$ cat config.mk
export PLATFORM = sky130hd
export DESIGN_NAME = stv_secded_pipe_flat
export DESIGN_NICKNAME = d
export VERILOG_FILES = /design/src/rtl/stv_edac_pkg.sv /design/src/rtl/stv_secded_pipe_if.sv /design/src/rtl/stv_secded_parity.sv /design/src/rtl/stv_secded_pipe.sv /design/src/flat_wrapper.sv
export SDC_FILE = /design/constraint.sdc
export NUM_CORES = 1
export LEC_CHECK = 0
export ABC_AREA = 0
export CORE_UTILIZATION = 45
export DETAILED_ROUTE_END_ITERATION = 12
export PLACE_DENSITY_LB_ADDON = 0.25
export SYNTH_ARGS = -nofsm -noshare
export SYNTH_HDL_FRONTEND = slang
export SYNTH_HIERARCHICAL = 1
export SYNTH_SLANG_ARGS = --single-unit
export TNS_END_PERCENT = 50
$ cat constraint.sdc
create_clock -name clk -period 14.85 [get_ports clk]
set_clock_uncertainty 0.05 [all_clocks]
set_input_delay 3.7125 -clock clk [delete_from_list [all_inputs] [get_ports clk]]
set_output_delay 3.7125 -clock clk [all_outputs]
set_load 0.02 [all_outputs]
$ cat src/rtl/stv_edac_pkg.sv
// rtl/stv_edac_pkg.sv - shared SECDED types and codeword-layout helpers
// Purpose : error status enum and constant functions describing the extended
//           Hamming codeword layout (message bits at non-power-of-2 positions).
// Ports   : none (package)
package stv_edac_pkg;

    typedef enum logic [1:0] {
        ERR_NONE   = 2'd0,
        ERR_CORR   = 2'd1,
        ERR_UNCORR = 2'd2
    } err_e;

    // Number of message bits a PWIDTH-bit Hamming code can protect.
    function automatic int secded_fullwidth(input int pwidth);
        return (1 << pwidth) - pwidth - 1;
    endfunction

    // 1-indexed codeword position of message bit m. Each power of two at or
    // below the running position pushes the message bit one slot further up.
    function automatic int secded_msg_pos(input int m, input int pwidth);
        int pos;
        pos = m + 1;
        for (int p = 0; p < pwidth; p++) begin
            if (pos >= (1 << p)) pos = pos + 1;
        end
        return pos;
    endfunction

endpackage

$ cat src/rtl/stv_secded_pipe_if.sv
// rtl/stv_secded_pipe_if.sv - valid/ready stream bundle for the SECDED pipe
// Purpose : groups the input and output stream handshakes and payloads.
// Ports   : in_valid/in_ready/in_mode/in_data/in_parity (producer side),
//           out_valid/out_ready/out_data/out_parity/out_syndrome/out_err (consumer side).
//           master = traffic source/sink, slave = the SECDED block.
interface stv_secded_pipe_if #(
    parameter int WIDTH  = 32,
    parameter int PWIDTH = 6
);
    logic              in_valid;
    logic              in_ready;
    logic              in_mode;
    logic [WIDTH-1:0]  in_data;
    logic [PWIDTH:0]   in_parity;
    logic              out_valid;
    logic              out_ready;
    logic [WIDTH-1:0]  out_data;
    logic [PWIDTH:0]   out_parity;
    logic [PWIDTH-1:0] out_syndrome;
    logic [1:0]        out_err;

    modport master (
        output in_valid, in_mode, in_data, in_parity, out_ready,
        input  in_ready, out_valid, out_data, out_parity, out_syndrome, out_err
    );

    modport slave (
        input  in_valid, in_mode, in_data, in_parity, out_ready,
        output in_ready, out_valid, out_data, out_parity, out_syndrome, out_err
    );
endinterface

$ cat src/rtl/stv_secded_parity.sv
// rtl/stv_secded_parity.sv - combinational extended-Hamming parity generator
// Purpose : data -> {overall, hamming[PWIDTH-1:0]} with inverted (odd) parity.
// Ports   : data   in  WIDTH     message (implicitly zero-padded)
//           parity out PWIDTH+1  {overall, hamming}
module stv_secded_parity
    import stv_edac_pkg::*;
#(
    parameter int WIDTH  = 32,
    parameter int PWIDTH = 6
) (
    input  logic [WIDTH-1:0] data,
    output logic [PWIDTH:0]  parity
);

    // Each set message bit toggles exactly the Hamming bits named by its position.
    logic [PWIDTH-1:0] contrib [WIDTH];
    logic [PWIDTH-1:0] ham;

    for (genvar m = 0; m < WIDTH; m++) begin : g_msg
        localparam int POS = secded_msg_pos(m, PWIDTH);
        assign contrib[m] = data[m] ? POS[PWIDTH-1:0] : '0;
    end

    always_comb begin
        ham = '1;
        for (int m = 0; m < WIDTH; m++) begin
            ham = ham ^ contrib[m];
        end
    end

    assign parity = {~((^data) ^ (^ham)), ham};

endmodule

$ cat src/rtl/stv_secded_pipe.sv
// rtl/stv_secded_pipe.sv - 2-stage SECDED encode/decode pipeline with error counters
// Purpose : per beat, encode (data -> parity) or decode (data+parity -> corrected
//           data + status); saturating counts of corrected/uncorrectable beats.
// Ports   : clk, rst_n (async active-low)
//           bus        stream bundle (slave side)
//           cnt_clr    in  synchronous clear of both counters
//           cnt_corr   out corrected-beat count
//           cnt_uncorr out uncorrectable-beat count
module stv_secded_pipe
    import stv_edac_pkg::*;
#(
    parameter int WIDTH  = 32,
    parameter int PWIDTH = 6,
    parameter int CWIDTH = 16
) (
    input  logic              clk,
    input  logic              rst_n,
    stv_secded_pipe_if.slave  bus,
    input  logic              cnt_clr,
    output logic [CWIDTH-1:0] cnt_corr,
    output logic [CWIDTH-1:0] cnt_uncorr
);

    localparam int FULLWIDTH = secded_fullwidth(PWIDTH);
    localparam int NPOS      = FULLWIDTH + PWIDTH;

    if (FULLWIDTH < WIDTH) begin : g_width_check
        $fatal(1, "stv_secded_pipe: WIDTH exceeds FULLWIDTH for this PWIDTH");
    end

    logic              s1_valid;
    logic [WIDTH-1:0]  s1_data;
    logic [PWIDTH-1:0] s1_syn;
    logic              s1_ov;

    logic              out_valid_q;
    logic [WIDTH-1:0]  out_data_q;
    logic [PWIDTH:0]   out_par_q;
    logic [PWIDTH-1:0] out_syn_q;
    err_e              out_err_q;

    logic              advance;
    logic              out_fire;
    logic [PWIDTH:0]   chk_par;
    logic [PWIDTH-1:0] raw_syn;
    logic [WIDTH-1:0]  corr_data;
    err_e              corr_err;
    logic [PWIDTH:0]   corr_par;
    int                syn_i;
    int                npow;
    int                msg_idx;

    // Both stages move together; a full output register only frees up when taken.
    assign advance      = !out_valid_q || bus.out_ready;
    assign bus.in_ready = !s1_valid || advance;
    assign out_fire     = out_valid_q && bus.out_ready;

    stv_secded_parity #(.WIDTH(WIDTH), .PWIDTH(PWIDTH)) u_chk (
        .data   (bus.in_data),
        .parity (chk_par)
    );

    // Overall mismatch folds the received and recomputed overall bits with the
    // syndrome parity, so it reuses the checker output instead of a second XOR tree.
    assign raw_syn = chk_par[PWIDTH-1:0] ^ bus.in_parity[PWIDTH-1:0];

    always_comb begin
        corr_data = s1_data;
        corr_err  = ERR_NONE;
        syn_i     = int'(s1_syn);
        npow      = 0;
        for (int p = 0; p < PWIDTH; p++) begin
            if (syn_i >= (1 << p)) npow = npow + 1;
        end
        msg_idx = syn_i - npow - 1;

        if (syn_i == 0) begin
            corr_err = s1_ov ? ERR_CORR : ERR_NONE;
        end else if (!s1_ov) begin
            corr_err = ERR_UNCORR;
        end else if ((syn_i & (syn_i - 1)) == 0) begin
            corr_err = ERR_CORR;
        end else if (syn_i > NPOS || msg_idx >= WIDTH) begin
            // Points at a zero pad bit or outside the codeword: cannot be a single flip.
            corr_err = ERR_UNCORR;
        end else begin
            corr_err = ERR_CORR;
            for (int m = 0; m < WIDTH; m++) begin
                if (m == msg_idx) corr_data[m] = ~s1_data[m];
            end
        end
    end

    stv_secded_parity #(.WIDTH(WIDTH), .PWIDTH(PWIDTH)) u_out (
        .data   (corr_data),
        .parity (corr_par)
    );

    always_ff @(posedge clk or negedge rst_n) begin
        if (!rst_n) begin
            s1_valid    <= 1'b0;
            s1_data     <= '0;
            s1_syn      <= '0;
            s1_ov       <= 1'b0;
            out_valid_q <= 1'b0;
            out_data_q  <= '0;
            out_par_q   <= '0;
            out_syn_q   <= '0;
            out_err_q   <= ERR_NONE;
        end else begin
            if (bus.in_ready) begin
                s1_valid <= bus.in_valid;
                s1_data  <= bus.in_data;
                s1_syn   <= bus.in_mode ? raw_syn : '0;
                s1_ov    <= bus.in_mode & (chk_par[PWIDTH] ^ bus.in_parity[PWIDTH] ^ (^raw_syn));
            end
            if (advance) begin
                out_valid_q <= s1_valid;
                out_data_q  <= corr_data;
                out_par_q   <= corr_par;
                out_syn_q   <= s1_syn;
                out_err_q   <= corr_err;
            end
        end
    end

    always_ff @(posedge clk or negedge rst_n) begin
        if (!rst_n) begin
            cnt_corr   <= '0;
            cnt_uncorr <= '0;
        end else if (cnt_clr) begin
            cnt_corr   <= '0;
            cnt_uncorr <= '0;
        end else if (out_fire) begin
            if (out_err_q == ERR_CORR && cnt_corr != '1)
                cnt_corr <= cnt_corr + 1'b1;
            if (out_err_q == ERR_UNCORR && cnt_uncorr != '1)
                cnt_uncorr <= cnt_uncorr + 1'b1;
        end
    end

    assign bus.out_valid    = out_valid_q;
    assign bus.out_data     = out_data_q;
    assign bus.out_parity   = out_par_q;
    assign bus.out_syndrome = out_syn_q;
    assign bus.out_err      = out_err_q;

endmodule

$ cat src/flat_wrapper.sv
// flat-port wrapper written by rule: the top's interface ports become plain ports
module stv_secded_pipe_flat import stv_edac_pkg::*;
#(
    parameter int WIDTH  = 32,
    parameter int PWIDTH = 6,
    parameter int CWIDTH = 16
)
  (clk, rst_n, cnt_clr, cnt_corr, cnt_uncorr, bus_in_valid, bus_in_mode, bus_in_data, bus_in_parity, bus_out_ready, bus_in_ready, bus_out_valid, bus_out_data, bus_out_parity, bus_out_syndrome, bus_out_err);
  stv_secded_pipe_if #(.WIDTH(WIDTH), .PWIDTH(PWIDTH)) bus_i ();
  input  logic clk;
  input  logic rst_n;
  input  logic cnt_clr;
  output logic [CWIDTH-1:0] cnt_corr;
  output logic [CWIDTH-1:0] cnt_uncorr;
  input wire logic [$bits(bus_i.in_valid)-1:0] bus_in_valid;
  input wire logic [$bits(bus_i.in_mode)-1:0] bus_in_mode;
  input wire logic [$bits(bus_i.in_data)-1:0] bus_in_data;
  input wire logic [$bits(bus_i.in_parity)-1:0] bus_in_parity;
  input wire logic [$bits(bus_i.out_ready)-1:0] bus_out_ready;
  output wire logic [$bits(bus_i.in_ready)-1:0] bus_in_ready;
  output wire logic [$bits(bus_i.out_valid)-1:0] bus_out_valid;
  output wire logic [$bits(bus_i.out_data)-1:0] bus_out_data;
  output wire logic [$bits(bus_i.out_parity)-1:0] bus_out_parity;
  output wire logic [$bits(bus_i.out_syndrome)-1:0] bus_out_syndrome;
  output wire logic [$bits(bus_i.out_err)-1:0] bus_out_err;
  assign bus_i.in_valid = bus_in_valid;
  assign bus_i.in_mode = bus_in_mode;
  assign bus_i.in_data = bus_in_data;
  assign bus_i.in_parity = bus_in_parity;
  assign bus_i.out_ready = bus_out_ready;
  assign bus_in_ready = bus_i.in_ready;
  assign bus_out_valid = bus_i.out_valid;
  assign bus_out_data = bus_i.out_data;
  assign bus_out_parity = bus_i.out_parity;
  assign bus_out_syndrome = bus_i.out_syndrome;
  assign bus_out_err = bus_i.out_err;
  stv_secded_pipe #(.WIDTH(WIDTH), .PWIDTH(PWIDTH), .CWIDTH(CWIDTH)) u_core (.clk(clk), .rst_n(rst_n), .bus(bus_i), .cnt_clr(cnt_clr), .cnt_corr(cnt_corr), .cnt_uncorr(cnt_uncorr));
endmodule
### Word-level counts from Yosys, hierarchy flattened

Cells that the tools add are included.

* magnitude comparators: 7
* $add $sub $neg: 10
* muxes and demuxes: 118
* equality and inequality tests: 35
* bitwise operators: 105
* reductions and logical operators: 20

Operators with widths (count)
* $eq A6 B32 Y1 const A: 16
* $mux W32: 9
* $eq A5 B32 Y1 const A: 8
* $xor A6 B5 Y6: 30
* $mux W5: 30
* $add A32 B2 Y32 const B: 4
* $eq A4 B32 Y1 const A: 4
* $mux W16: 6
* $xor A6 B4 Y6: 14
* $mux W6: 13
* $xor A6 B6 Y6: 13
* $eq A3 B32 Y1 const A: 2
* $logic_not A32 Y1: 2
* $reduce_xor A32 Y1: 2
* $mux W4: 14
* $xor A6 B3 Y6: 6
* $mux W1: 34
* $not A1 Y1: 34
* $add A16 B1 Y16 const B: 2
* $and A7 B32 Y32: 1
* $eq A2 B32 Y1 const A: 1
* $ge A32 B7 Y1 const B: 1
* $ne A16 B16 Y1 const B: 2
* $sub A32 B2 Y32 const B: 1
* other kinds (23): 46

* input bits: 45
* word-level logic and storage cells: 306
* register bits: 120
* output and inout port bits: 81

### Logic depth before layout (Yosys ltp)

* depth after elaboration: 56
* depth in mapped cells: 38
* depth with buffers taken out: 34

### Cells and area by module

Netlist, hierarchy kept.

By module, submodules not included
* stv_secded_pipe: area each 6373.6 um2, instances 1, cells an instance 713, seq. area each 3002.9 um2
* stv_secded_parity: area each 670.6 um2, instances 2, cells an instance 59, seq. area each 0.0 um2

### Worst setup path after synthesis

OpenSTA, ideal clock, no wires.

* path kind: input -> output
* start point: input port bus_out_ready
* end point: output port bus_in_ready
* data arrival time: 4.484 ns
* stages: 5
* path buffers: 2
* path slack: 6.603 ns
* cell sequence: nor2b_1 and2_1 clkbuf_1 inv_1 clkbuf_1

* longest elaborated chain between the ends: 2

RTL lines
* from (decl): RTL line flat_wrapper.sv:19 `input wire logic [$bits(bus_i.out_ready)-1:0] bus_out_ready;`
* $logic_or A1 B1 Y1: RTL line stv_secded_pipe.sv:54 `assign advance = !out_valid_q || bus.out_ready;`
* $logic_or A1 B1 Y1: RTL line stv_secded_pipe.sv:55 `assign bus.in_ready = !s1_valid || advance;`
* to (decl): RTL line flat_wrapper.sv:20 `output wire logic [$bits(bus_i.in_ready)-1:0] bus_in_ready;`

Every way passes these cells.

### Final worst setup path

Same ends and word-level chain as after synthesis.

==> impl_metrics.toml <==
[power_and_ir_drop]
clkPwrFrac_pct = 20.5
seqPwrFrac_pct = 19.3
swShare_pct = 41.0
p_comb_share_pct = 60.2
peakVddDrop_uv = 222
power.net_switching_uw = 926
internal_power_uw = 1340
total_power_uw = 2260
p_leak_uw = 0.00421
power_density_nw_per_um2 = 231

[final_layout]
final_cells = 1178
final_nets = 1005
diodes = 0
drive_gt1_share_pct = 7.41
synthToLayoutAreaGrowth_pct = 26.7

[global_routing]
grt_max_degree = 69
grt_overflow = 0
antenna_found_initial = 0
grt_pass1_vias = 5973
grt_usage_pct = 22.2
grt_pass1_wl_mm = 30.5

[setup_path]
crit_arrival_ns = 6.52
required_ns = 11.09
max_stage_delay_ns = 0.81
timing.rr.end = "u_core/bus.out_parity[6]"
r2r_cells = 32
crit_path_start = "bus_out_ready"
regToRegSetupSlack_ns = 5.60
end_kind = "output pin"
crit_type = "in2out"
setup.worst_path.end = "bus_in_ready"
regToRegStartpoint = "u_core/s1_syn[5]"
crit_fanout = 43
cp_slowest_cell = "inv_1"
startpoint_type = "input pin"
crit_chain = "clkdlybuf4s50_1, nor2b_1, buf_4, and2_1, buf_4, inv_1, clkdlybuf4s50_1"

[yosys]
synth-edff-count = 0
synth-seq-cells = 120
async_flop_share_pct = 100
synth_compound_area_share_pct = 8.45
synthMuxAreaShare_pct = 1.96
ys_warn_count = 6
syn-cell-area_um2 = 7710
synth-simple-area-share_pct = 21.4
syn_inst = 831
synth-main-ff-cell = "dfrtp_1"
synth-adder-area-share_pct = 2.63
syn_area_per_cell_um2 = 9.28
synth_top_family_by_area = "XOR/XNOR gates"
synth.distinct_cells = 59
ys_seq_area_share_pct = 38.9
synth_xor_area_share_pct = 24.0

[floorplan]
dieHeight_um = 133
ios = 126
rows = 47
die_area_um2 = 17700
start_util_pct = 46.4
die_w_um = 133
core-area_um2 = 16600

[hold_path]
worstHoldPathCells = 1
holdCritPathClass = "reg2reg"

[cts]
cts_tree = "yes"
clkSinkCount = 120
clkSlewWorstSetupHoldPaths_ns = 0.06
clk_latency_ns = 0.42
hold_buffers = 0
cts.path.max_buffers = 2
cts_resized = 0
cts_made_buffers = 17
postCtsSetupBuffers = 0
cts_max_level = 4
cts-root-buf = "clkbuf_16"

[placement]
portBuffers = 125
hpwl_mm = 14.0
place_ws_ns = 4.57
dp_cells = 1146
place_congestion = 0.883

[status]
status = "finished, final reports clean"

[timing]
tns_ns = 0
fin_crit_sh_pct = 69.3
final-setup-viol-count = 0
layout_min_cycle_time_ns = 10.28
worstMarginPinSlew_ns = 1.15
final-hold-violation-count = 0
finalMaxSlewViolations = 0
worst_slack_ns = 4.57
slew_headroom_pct = 23.0
fmax_mhz = 97.2
rsz0062_at_grt = "false"

[drt]
first_iter_violations = 365
drt-wirelength-per-cell_um = 15.7
postRouteAntennaNets = 0
wirelength_mm = 18.5
routed_via_density = 5.25
drcViolationCount = 0
first_pass_iters = 5
vias = 6186

[run]
cap_violations = 0
worst min-delay path by stage:
| stage | startpoint | to | slack, ns |
|---|---|---|---|
| 6_report | u_core/s1_valid | u_core/bus.out_valid | 0.40 |
| 5_1_grt | u_core/bus.out_parity[4] | u_core/bus.out_parity[4] | 0.45 |
| 3_5_place_dp | u_core/s1_valid | u_core/bus.out_valid | 0.39 |
| 2_1_floorplan | u_core/s1_valid | u_core/bus.out_valid | 0.38 |
| 4_1_cts | u_core/s1_valid | u_core/bus.out_valid | 0.40 |
| 3_3_place_gp | u_core/s1_valid | u_core/bus.out_valid | 0.41 |
worst max-delay path: cells and delay by family:
kind	cells	cell delay, ns
AND/OR/NAND/NOR	2	0.23
buffers and inverters	5	2.54
registers in the layout, summed over array words and instances, names as in the netlist:
signal / flops
u_core/bus.out_data: 32
u_core/bus.out_err: 2
u_core/bus.out_parity: 7
u_core/bus.out_syndrome: 6
u_core/bus.out_valid: 1
u_core/cnt_corr: 16
u_core/cnt_uncorr: 16
u_core/s1_data: 32
u_core/s1_ov: 1
u_core/s1_syn: 6
u_core/s1_valid: 1
layout by cell type, fill, tap and decap left out, types with 4 or more instances in the layout:
cell type and instances:
a211oi_1 4, nor2_1 74, xnor2_1 109, and4_1 5, o21ai_0 37, clkbuf_16 17, inv_1 9, and2_1 5
xnor2_2 4, bufinv_16 5, a21oi_1 8, a31oi_1 25, dfrtp_1 120, buf_4 6, nor3_1 7, xor2_1 43
xnor3_2 4, mux2_2 9, ha_1 13, or3_1 26, xnor3_1 10, nand2_1 187, a22o_1 4, clkdlybuf4s50_1 124
nand3_1 15, nand4_1 19, and3_1 4, mux2i_1 5, clkinv_4 6
per-stage QoR:
step / utilization, % / cell area, µm² / hold WS [ns]
4_1_cts: 58.8 / 9780 / 0.404
2_1_floorplan: - / 7720 / 0.375
3_5_place_dp: 54.8 / 9110 / 0.390
5_1_grt: 58.8 / 9780 / 0.446
6_report: 58.8 / 9780 / 0.400
3_3_place_gp: 54.8 / 9110 / 0.407
synthesized netlist by cell type (13+ instances only):
master | instances | share of area, %
clkbuf_1 | 22 | 1.1
xor2_1 | 43 | 4.9
dfrtp_1 | 120 | 39
nand2_1 | 187 | 9.1
nand4_1 | 19 | 1.5
o21ai_0 | 37 | 2.4
or3_1 | 26 | 2.1
a31oi_1 | 25 | 2.0
nor2_1 | 74 | 3.6
nand3_1 | 15 | 0.97
ha_1 | 13 | 2.1
xnor2_1 | 109 | 12
power groups by stage:
stage	Sequential (µW)	Combinational [µW]	Clock, µW
floorplan	463	1070	0
global placement	441	1330	0
detailed placement	442	1360	0
CTS	436	1360	470
global route	444	1510	485
finish	437	1360	464
metal layers:
layer / global-route usage, % / routed length [µm]
met3: 3.98 / 1080
met2: 34.3 / 8280
met4: 7.47 / 340
met5: 0 / 0
met1: 31.2 / 8770
cells by family after synthesis:
family,after synthesis
simple gates,364
compound gates,96
mux,14
other cells,1
xor+xnor,176
fa+ha+maj,15
buf+inv,45
flops,120
area by class of cell:
cell class              count  area (µm²)
inverters                   9        33.8
clock buffers              17         425
multi-input cells         667        4510
flip-flops and latches    120        3000
fillers                  1501        6860
repair buffers            130        1290
well taps                 220         275
clock inverters            15         240
No activity file was read; power rests on OpenSTA's default activity.
